--- config.mk ---
export PLATFORM = sky130hd
export DESIGN_NAME = tarhi_io_flat
export DESIGN_NICKNAME = d
export VERILOG_FILES = /design/src/rtl/tarhi_io_if.sv /design/src/rtl/tarhi_io.sv /design/src/flat_wrapper.sv
export SDC_FILE = /design/constraint.sdc
export NUM_CORES = 1
export LEC_CHECK = 0
export ABC_AREA = 0
export BUFFER_PORTS_ARGS = -buffer_cell sky130_fd_sc_hd__buf_2
export CAP_MARGIN = 20
export CORE_AREA = 2 2 104 66
export DETAILED_ROUTE_END_ITERATION = 8
export DIE_AREA = 0 0 106 68
export GPL_ROUTABILITY_DRIVEN = 0
export HOLD_SLACK_MARGIN = 0.12
export PLACE_DENSITY = 0.73
export SETUP_SLACK_MARGIN = 0.3
export SLEW_MARGIN = 20
export SYNTH_ARGS = -nofsm -noshare
export SYNTH_HDL_FRONTEND = slang
export SYNTH_SLANG_ARGS = --single-unit
export TNS_END_PERCENT = 10
--- constraint.sdc ---
create_clock -name clk -period 3.2 [get_ports clk]
set_input_delay 0.48 -clock clk [delete_from_list [all_inputs] [get_ports clk]]
set_output_delay 0.48 -clock clk [all_outputs]
set_load 0.05 [all_outputs]
--- src/rtl/tarhi_io_if.sv ---
// Core-bus port bundle for the tarhi I/O block: write/address/data from the core
// and registered read data plus select going back.
interface tarhi_io_if;
    // mem_write is a one-cycle strobe that is always accepted (no ready, no wait
    // states); reads need no strobe and return on mem_dout/io_sel one edge later.
    logic        mem_write;
    logic [23:0] mem_addr;
    logic [31:0] mem_din;
    logic [31:0] mem_dout;
    logic        io_sel;

    modport master (
        output mem_write,
        output mem_addr,
        output mem_din,
        input  mem_dout,
        input  io_sel
    );

    modport slave (
        input  mem_write,
        input  mem_addr,
        input  mem_din,
        output mem_dout,
        output io_sel
    );
endinterface

--- src/rtl/tarhi_io.sv ---
// tarhi I/O block: UART transmitter, LED register and optional free-running timer
// at 0xFFFF00..0xFFFF0C. Define TARHI_IO_TIMER_EN to build the TIMER counter.
module tarhi_io #(
    parameter int unsigned BAUD_DIV = 868
) (
    input  logic          clk,
    input  logic          reset,
    tarhi_io_if.slave     bus,
    output logic          txd,
    output logic [7:0]    led,
    output logic [1:0]    tx_state
);

    typedef enum logic [1:0] {
        IDLE  = 2'd0,
        START = 2'd1,
        DATA  = 2'd2,
        STOP  = 2'd3
    } tx_state_t;

    localparam logic [15:0] BAUD_LAST = 16'(BAUD_DIV - 1);

    tx_state_t   state;
    logic [15:0] baud_cnt;
    logic [2:0]  bit_cnt;
    logic [7:0]  shreg;
    logic        tx_busy;
    logic        tx_done;

    logic        sel;
    logic [1:0]  reg_idx;
    logic        wr_txdata;
    logic        wr_status;
    logic        wr_led;
    logic [31:0] timer_rd;
    logic [31:0] rdata;

    assign sel       = (bus.mem_addr[23:4] == 20'hFFFF0);
    assign reg_idx   = bus.mem_addr[3:2];
    assign wr_txdata = sel && bus.mem_write && (reg_idx == 2'd0);
    assign wr_status = sel && bus.mem_write && (reg_idx == 2'd1);
    assign wr_led    = sel && bus.mem_write && (reg_idx == 2'd2);
    assign tx_state  = state;

    // Byte lanes are not decoded; only the low data byte matters without the timer.
    logic unused_bits;
    assign unused_bits = &{1'b0, bus.mem_addr[1:0], bus.mem_din[31:8]};

`ifdef TARHI_IO_TIMER_EN
    logic        wr_timer;
    logic [31:0] timer;

    assign wr_timer = sel && bus.mem_write && (reg_idx == 2'd3);

    always_ff @(posedge clk or negedge reset) begin
        if (!reset) begin
            timer <= '0;
        end else if (wr_timer) begin
            timer <= bus.mem_din;
        end else begin
            timer <= timer + 32'd1;
        end
    end

    assign timer_rd = timer;
`else
    assign timer_rd = '0;
`endif

    always_comb begin
        rdata = '0;
        case (reg_idx)
            2'd0:    rdata = '0;
            2'd1:    rdata = {30'b0, tx_done, tx_busy};
            2'd2:    rdata = {24'b0, led};
            2'd3:    rdata = timer_rd;
            default: rdata = '0;
        endcase
    end

    always_ff @(posedge clk or negedge reset) begin
        if (!reset) begin
            bus.mem_dout <= '0;
            bus.io_sel   <= 1'b0;
        end else begin
            bus.io_sel   <= sel;
            bus.mem_dout <= sel ? rdata : 32'd0;
        end
    end

    always_ff @(posedge clk or negedge reset) begin
        if (!reset) begin
            led <= '0;
        end else if (wr_led) begin
            led <= bus.mem_din[7:0];
        end
    end

    // txd is registered: each state transition also loads the line level for
    // the following bit period, so the frame begins the cycle after acceptance.
    always_ff @(posedge clk or negedge reset) begin
        if (!reset) begin
            state    <= IDLE;
            baud_cnt <= '0;
            bit_cnt  <= '0;
            shreg    <= '0;
            txd      <= 1'b1;
            tx_busy  <= 1'b0;
            tx_done  <= 1'b0;
        end else begin
            if (wr_status) begin
                tx_done <= 1'b0;
            end
            case (state)
                IDLE: begin
                    if (wr_txdata && !tx_busy) begin
                        shreg    <= bus.mem_din[7:0];
                        tx_busy  <= 1'b1;
                        baud_cnt <= BAUD_LAST;
                        txd      <= 1'b0;
                        state    <= START;
                    end
                end
                START: begin
                    if (baud_cnt == 16'd0) begin
                        baud_cnt <= BAUD_LAST;
                        bit_cnt  <= '0;
                        txd      <= shreg[0];
                        state    <= DATA;
                    end else begin
                        baud_cnt <= baud_cnt - 16'd1;
                    end
                end
                DATA: begin
                    if (baud_cnt == 16'd0) begin
                        baud_cnt <= BAUD_LAST;
                        if (bit_cnt == 3'd7) begin
                            txd   <= 1'b1;
                            state <= STOP;
                        end else begin
                            bit_cnt <= bit_cnt + 3'd1;
                            shreg   <= {1'b0, shreg[7:1]};
                            txd     <= shreg[1];
                        end
                    end else begin
                        baud_cnt <= baud_cnt - 16'd1;
                    end
                end
                STOP: begin
                    if (baud_cnt == 16'd0) begin
                        baud_cnt <= '0;
                        bit_cnt  <= '0;
                        tx_busy  <= 1'b0;
                        // Placed after the STATUS clear so a same-edge write loses.
                        tx_done  <= 1'b1;
                        state    <= IDLE;
                    end else begin
                        baud_cnt <= baud_cnt - 16'd1;
                    end
                end
                default: begin
                    state <= IDLE;
                end
            endcase
        end
    end

endmodule

--- src/flat_wrapper.sv ---
// flat-port wrapper written by rule: the top's interface ports become plain ports
module tarhi_io_flat 
#(
    parameter int unsigned BAUD_DIV = 868
)
  (clk, reset, txd, led, tx_state, bus_mem_write, bus_mem_addr, bus_mem_din, bus_mem_dout, bus_io_sel);
  tarhi_io_if bus_i ();
  input  logic clk;
  input  logic reset;
  output logic txd;
  output logic [7:0] led;
  output logic [1:0] tx_state;
  input wire logic [$bits(bus_i.mem_write)-1:0] bus_mem_write;
  input wire logic [$bits(bus_i.mem_addr)-1:0] bus_mem_addr;
  input wire logic [$bits(bus_i.mem_din)-1:0] bus_mem_din;
  output wire logic [$bits(bus_i.mem_dout)-1:0] bus_mem_dout;
  output wire logic [$bits(bus_i.io_sel)-1:0] bus_io_sel;
  assign bus_i.mem_write = bus_mem_write;
  assign bus_i.mem_addr = bus_mem_addr;
  assign bus_i.mem_din = bus_mem_din;
  assign bus_mem_dout = bus_i.mem_dout;
  assign bus_io_sel = bus_i.io_sel;
  tarhi_io #(.BAUD_DIV(BAUD_DIV)) u_core (.clk(clk), .reset(reset), .bus(bus_i), .txd(txd), .led(led), .tx_state(tx_state));
endmodule
==> results.tsv, run 1 <==
metric	value	unit
dp_hpwl	4.62	mm
die_area	7210	sq um
worst_slack	684	ps
viasPerCell	5.41	
path_buf_inv	1	
antenna_found_initial	0	
cts-resized-gates	0	
path_class	flip-flop to flip-flop	
relSlewSlack	59.6	%
clock.fmax	0.397	GHz
cts_made_buffers	5	
end_kind	flip-flop	
synth-seq-cells	49	
pre_cts_ws	501	ps
p_per_area	374	nW/um^2
run_status	finished clean	
placementRows	23	
reg2reg_depth	7	
grt_pass1_vias	2027	
synth_area	2750	sq um
ctsHoldBuffers	0	
die_h	68	um
io_buffers	52	
grt_use_met3	3.14	%
cts_tree	done	
grt_start_max_net_pins	50	
synth-edff-count	0	
syn2layout_area_growth	13.9	%
diodes	0	
core_area	6360	sq um
drv_cap	0	
yosysTopAreaCell	dfrtp_1	
ys_top_cells_by_area	dfrtp_1 44%, mux2_2 10%, buf_4 6.6%	
synth_ff_type	dfrtp_1	
grtUsageMet2	28.2	%
track_usage	18.2	%
layout.nets	385	
clk_latency	300	ps
vias	2191	
worst_pin_slew	600	ps
tns	0	ps
yosysSeqAreaShare	44.7	%
r2r_start	u_core.baud_cnt[0]	
setup_viol	0	
regToRegSetupSlack	680	ps
initial_core_util	43.2	%
cp-start-kind	flip-flop	
final_layout_size_suffix_gt1_share	29.6	%
hold_violations	0	
fin_crit_sh	78.6	%
skew	4.60	ps
post-route-min-period	2520	ps
timing.rr.end	u_core.bit_cnt[0]	
crit_slowest_cell	dfrtp_1	
totalWireLength	6.12	mm
crit_fanout	4	
routedWlPerCell	15.1	um
syn_inst	264	
post_cts_buffers	0	
yosysTopAreaCellShare	43.7	%
ant_nets	0	
grt_setup_unrepaired	no	
cp_cell_sequence	inv_1, ha_1, nor4b_1, nand4_1, o21ai_0, and2_1, mux2_2	
maxSlewViolCount	0	
drtPass1Iterations	5	
die_x	106	um
irDropWorstVdd	0.000172	V
ys_types	50	
critPathMaxStageDelay	430	ps
cts_buffer_depth	2	
grtUsageMet1	26.8	%
grt-busiest-layer	met2	
htree_num_levels	2	
drcViolationCount	0	
io_pins	103	
hp-class	primary input to async pin	
critPathRequiredTime	3390	ps
crit_arrival	2710	ps
cts.sinks	49	
critPathTopFamily	simple AND/OR/NAND/NOR gates	
drt_iter0_markers	239	
grt_pass1_wl	10.3	mm
cts_root_buf	clkbuf_8	
whs	182	ps
synth-async-reset-ratio	100	%
post-route-util	49.2	%
clk_pin_slew	90	ps
overflow	0	
ys.warnings.count	0	
syn_area_per_cell	10.4	sq um
p_leak	1.55	nW
[flip-flops by register name (all words and copies together), names as in the netlist]
register / flops
u_core.txd: 1
u_core.tx_done: 1
u_core.bus.io_sel: 1
u_core.bit_cnt: 3
u_core.tx_state: 2
u_core.tx_busy: 1
u_core.shreg: 8
u_core.led: 8
u_core.baud_cnt: 16
u_core.bus.mem_dout: 8
[through the flow]
step | std cells | cell area, sq um | power [mW]
after global placement | 397 | 3010 | 0.734
final | 405 | 3130 | 1.17
after global routing | 405 | 3130 | 1.22
after CTS | 405 | 3130 | 1.18
after floorplan | 287 | 2830 | 0.724
after detailed placement | 397 | 3010 | 0.735
[logic make-up (layout without fill, tap and decap cells)]
family          count (synthesis)  after routing  synth area share, %
compound gates                 53             53                 14.4
fa+ha+maj                       9              9                 4.10
buf+inv                        40             71                 8.75
flops                          49             49                 44.7
mux                            29             29                 11.7
other cells                     1             24                0.137
simple gates                   83             83                 16.2
[worst max-delay path by stage]
stage / startpoint / to / depth (start not counted) / slack (ps)
2_1_floorplan: bus_mem_addr[5] / u_core.tx_state[1] / 5 / 680
3_3_place_gp: bus_mem_addr[5] / u_core.shreg[2] / 6 / 520
3_5_place_dp: bus_mem_addr[5] / u_core.shreg[4] / 6 / 500
4_1_cts: u_core.baud_cnt[0] / u_core.bit_cnt[0] / 7 / 710
5_1_grt: u_core.baud_cnt[0] / u_core.tx_state[1] / 7 / 480
6_report: u_core.baud_cnt[0] / u_core.bit_cnt[0] / 7 / 680
[cells in the final DEF, fill, tap and decap left out, drive strengths merged, types with 2 or more instances in the layout]
master / instances
a21oi: 8
a22o: 4
a22oi: 4
a2bb2oi: 4
a31oi: 2
and2: 7
buf: 54
clkbuf: 5
conb: 24
dfrtp: 48
ha: 9
inv: 9
mux2: 25
mux2i: 4
nand2: 17
nand2b: 2
nand3: 5
nand4: 4
nor2: 18
nor2b: 3
nor3: 6
nor4: 8
nor4b: 2
o21ai: 14
o22a: 3
o2bb2ai: 2
o31ai: 2
or3: 2
or4: 2
[routing by layer]
metal,up-vias,part of all wire [%]
met3,6,7.4
met2,98,42
met4,0,0.75
met1,1069,49
li1,1018,-
met5,-,0
[synth_stat cells, types with 2 or more instances]
cell type   n
dfrtp_1    48
mux2_2     25
buf_4      24
nor2_1     18
nand2_1    16
o21ai_0    13
ha_1        9
inv_1       9
a21oi_1     8
nor4_1      8
and2_1      7
clkbuf_1    7
nor3_1      6
nand3_1     5
a22o_1      4
a22oi_1     4
a2bb2oi_1   4
mux2i_1     4
nand4_1     4
nor2b_1     3
o22a_1      3
a31oi_1     2
nand2b_1    2
nor4b_1     2
o2bb2ai_1   2
o31ai_1     2
or3_1       2
[report_power, final]
group	internal (mW)	switching [mW]	total, mW	leakage (nW)
clock network	0.234	0.214	0.448	0.0543
registers	0.619	0.000000699	0.619	0.655
logic	0.0201	0.0842	0.104	0.836
[area by class of cell]
cell class | count | area [sq um]
clock buffers | 5 | 68.8
clock inverters | 3 | 46.3
fillers | 568 | 3230
inverters | 9 | 33.8
multi-input cells | 198 | 1370
flip-flops and latches | 49 | 1230
well taps | 87 | 109
repair buffers | 54 | 278
[worst reg2reg max path, stage by stage, from the launching register on]
cell and delay (ps):
dfrtp_1 430, inv_1 110, ha_1 230, nor4b_1 330, nand4_1 260, o21ai_0 390, and2_1 300, mux2_2 360
Note: power is estimated with default switching activity, not from simulation.
==> run 2: changes to the inputs <==
--- a/config.mk
+++ b/config.mk
@@ -5,15 +5,15 @@
 export SDC_FILE = /design/constraint.sdc
 export NUM_CORES = 1
 export LEC_CHECK = 0
-export ABC_AREA = 0
+export ABC_AREA = 1
 export BUFFER_PORTS_ARGS = -buffer_cell sky130_fd_sc_hd__buf_2
 export CAP_MARGIN = 20
-export CORE_AREA = 2 2 104 66
+export CORE_AREA = 2 2 110 69
 export DETAILED_ROUTE_END_ITERATION = 8
-export DIE_AREA = 0 0 106 68
+export DIE_AREA = 0 0 112 71
 export GPL_ROUTABILITY_DRIVEN = 0
 export HOLD_SLACK_MARGIN = 0.12
-export PLACE_DENSITY = 0.73
+export PLACE_DENSITY = 0.74
 export SETUP_SLACK_MARGIN = 0.3
 export SLEW_MARGIN = 20
 export SYNTH_ARGS = -nofsm -noshare
==> constraint.sdc (replaced) <==
create_clock -name clk -period 2.25 [get_ports clk]
set_input_delay 0.3375 -clock clk [delete_from_list [all_inputs] [get_ports clk]]
set_output_delay 0.3375 -clock clk [all_outputs]
set_load 0.05 [all_outputs]
==> run 2 against run 1 <==
Non-clock buffer count increased by 3; sequential cell count did not move; die area increased by 10%; combinational power grew 52%; via count up 25%; largest cell class unchanged; global-route usage fell by 0.21 points; critical path depth increased by 4; highest routed layer unchanged.
==> results.tsv, run 2 <==
metric	value	unit	change
overflow	0		unchanged
post_dp_cell_area	3320	sq um	+10%
htree_num_levels	2		unchanged
drv_cap	0		unchanged
initial_core_util	43.3	%	+0.10 points
synth_area	3040	sq um	+11%
wl_met3	592	um	+30%
critPathRequiredTime	2430	ps	-960 ps
cts_made_buffers	5		unchanged
drtPass1Iterations	5		unchanged
core_area	7030	sq um	+10%
io_buffers	52		unchanged
crit_arrival	2030	ps	-680 ps
drt_iter0_markers	237		-0.84%
viasPerCell	4.95		-8.5%
track_usage	18.0	%	-0.21 points
yosysTopAreaCell	dfrtp_1		
top_register	u_core.baud_cnt		
synth-seq-cells	49		unchanged
syn2layout_area_growth	15.3	%	
min_from	bus_mem_din[6]		
cts_root_buf	clkbuf_16		
timing.rr.end	u_core.shreg[1]		
cts_buffer_depth	2		unchanged
ys.warnings.count	0		unchanged
synth_ff_type	dfrtp_1		
worst_pin_slew	582	ps	-18.3 ps
clk_pin_slew	70	ps	-20 ps
grt_pass1_vias	2513		+24%
skew	8.30	ps	+3.70 ps
yosysTopAreaCellShare	39.5	%	-4.2 points
ant_nets	0		unchanged
relSlewSlack	61.2	%	+1.6 points
syn_inst	404		+53%
largest_reg_flops	16		unchanged
min_to	u_core.led[6]		
end_kind	flip-flop		
cts.sinks	49		unchanged
hp-class	primary input to flip-flop		
io_pins	103		unchanged
post-route-util	49.9	%	+0.75 points
path_class	flip-flop to flip-flop		
run_status	finished clean		
critPathTopFamily	simple AND/OR/NAND/NOR gates		
route.met2.wl	2.96	mm	+14%
tns	0	ps	unchanged
die_area	7950	sq um	+10%
antenna_found_initial	0		unchanged
hold_depth	3		
crit_slowest_cell	dfrtp_1		
synth-async-reset-ratio	100	%	unchanged
top_layer	met4		
path_buf_inv	1		unchanged
irDropWorstVdd	0.000301	V	+75%
cts_tree	done		
ys_types	28		-44%
maxSlewViolCount	0		unchanged
wl_met1	3.29	mm	+9.0%
synth.most_common_cell	nand2_1		
post-route-min-period	1850	ps	-663 ps
totalWireLength	6.90	mm	+13%
grt_start_max_net_pins	26		-48%
whs	299	ps	+117 ps
drcViolationCount	0		unchanged
die_x	112	um	+5.7%
dp_hpwl	5.20	mm	+12%
clock.fmax	0.539	GHz	+36%
diodes	0		unchanged
cp_cell_sequence	inv_1, ha_1, nand2_2, nor2_4, nand2_8, nand2_4, nand2_4, nor2_4, nand2_8, nand2_1, o21ai_2		
setup_viol	0		unchanged
grt_pass1_wl	11.7	mm	+13%
grt_setup_unrepaired	no		
layout.nets	527		+37%
layout_common_cells	128 x nand2_1, 52 x buf_2, 47 x dfrtp_1		
crit_fanout	16		+12
clk_latency	300	ps	about the same
critPathMaxStageDelay	380	ps	-50 ps
p_per_area	523	nW/um^2	+40%
placementRows	24		+4.3%
regToRegSetupSlack	400	ps	-290 ps
cp-start-kind	flip-flop		
die_h	71	um	+4.4%
yosysSeqAreaShare	40.4	%	-4.3 points
hold_violations	0		unchanged
final_layout_size_suffix_gt1_share	23.0	%	-6.5 points
ys_top_cells_by_area	dfrtp_1 39%, nand2_1 16%, buf_4 5.9%		
fin_area	3510	sq um	+12%
p_leak	1.90	nW	+23%
final_common_cell	nand2_1		
routedWlPerCell	12.5	um	-17%
vias	2728		+25%
synth-edff-count	0		unchanged
syn_area_per_cell	7.53	sq um	-28%
r2r_start	u_core.baud_cnt[1]		
reg2reg_depth	11		+4
fin_crit_sh	82.4	%	+3.8 points
synthTopCellsByCount	129 x nand2_1, 48 x dfrtp_1, 39 x inv_1		
[run 2: cell count changes after synthesis, moves of 8 or more]
cell / previous run / this run
nand3_1: 5 / 28
nand2_1: 16 / 129
inv_1: 9 / 39
mux2_2: 25 / 0
nor4_1: 8 / 0
[run 2: worst max-delay path by stage]
stage                     slack (ps)          startpoint                  to  cells past startpoint
after floorplan                  350  u_core.tx_state[0]     u_core.shreg[4]                      9
after global placement           450  u_core.baud_cnt[0]     u_core.shreg[6]                     11
after detailed placement         380  u_core.baud_cnt[0]     u_core.shreg[1]                     11
after CTS                        370  u_core.baud_cnt[0]     u_core.shreg[6]                     11
after global routing             280  u_core.baud_cnt[1]  u_core.tx_state[0]                     11
final                            400  u_core.baud_cnt[1]     u_core.shreg[1]                     11
[run 2: cell type report]
cell class | instances | area [sq um]
fill | 679 | 3520
multi-input combinational | 305 | 1550
sequential | 49 | 1230
timing repair buffer | 57 | 313
inverter | 41 | 154
clock buffer | 5 | 125
tap | 91 | 114
clock inverter | 3 | 28.8
[run 2: report_power, final]
| part | switching, mW | leakage (nW) | total [mW] | internal (mW) |
|---|---|---|---|---|
| registers | 0.00000104 | 0.653 | 0.880 | 0.880 |
| logic | 0.128 | 1.17 | 0.158 | 0.0297 |
| clock network | 0.367 | 0.0767 | 0.796 | 0.429 |
| total | 0.495 | 1.90 | 1.83 | 1.34 |
[run 2: worst register-to-register path, cell delays in order, from the launching register on]
cell and delay [ps]:
dfrtp_1 380, inv_1 150, ha_1 220, nand2_2 80, nor2_4 160, nand2_8 120, nand2_4 110, nand2_4 60
nor2_4 150, nand2_8 130, nand2_1 110, o21ai_2 50
[run 2: repair_timing]
action | CTS | global route
hold endpoints to repair | 22 | 0
setup endpoints to repair | 0 | 17
resized for setup | 0 | 8
buffers inserted | 0 | 0
hold buffers | 1 | 0
[run 2: cell families (layout without fill, tap and decap cells)]
kind of cell | Yosys count | count (layout) | synth area share [%]
simple gates | 225 | 225 | 34.6
xor+xnor | 1 | 1 | 0.288
other cells | 1 | 24 | 0.123
buf+inv | 73 | 106 | 12.4
flops | 49 | 49 | 40.4
compound gates | 46 | 46 | 8.52
fa+ha+maj | 9 | 9 | 3.70
[run 2: metrics by stage]
step           power, mW  instances  setup slack, ps
3_3_place_gp        1.05        542              452
2_1_floorplan       1.04        427              355
3_5_place_dp        1.06        542              381
4_1_cts             1.84        551              366
6_report            1.83        551              396
5_1_grt             1.90        551              279
[run 2: metal layers]
| metal | track usage (%) | vias to the layer above |
|---|---|---|
| met5 | 0 | - |
| met3 | 3.34 | 4 |
| met4 | 4.47 | 0 |
| met2 | 28.5 | 98 |
| met1 | 26.0 | 1276 |
| li1 | - | 1350 |
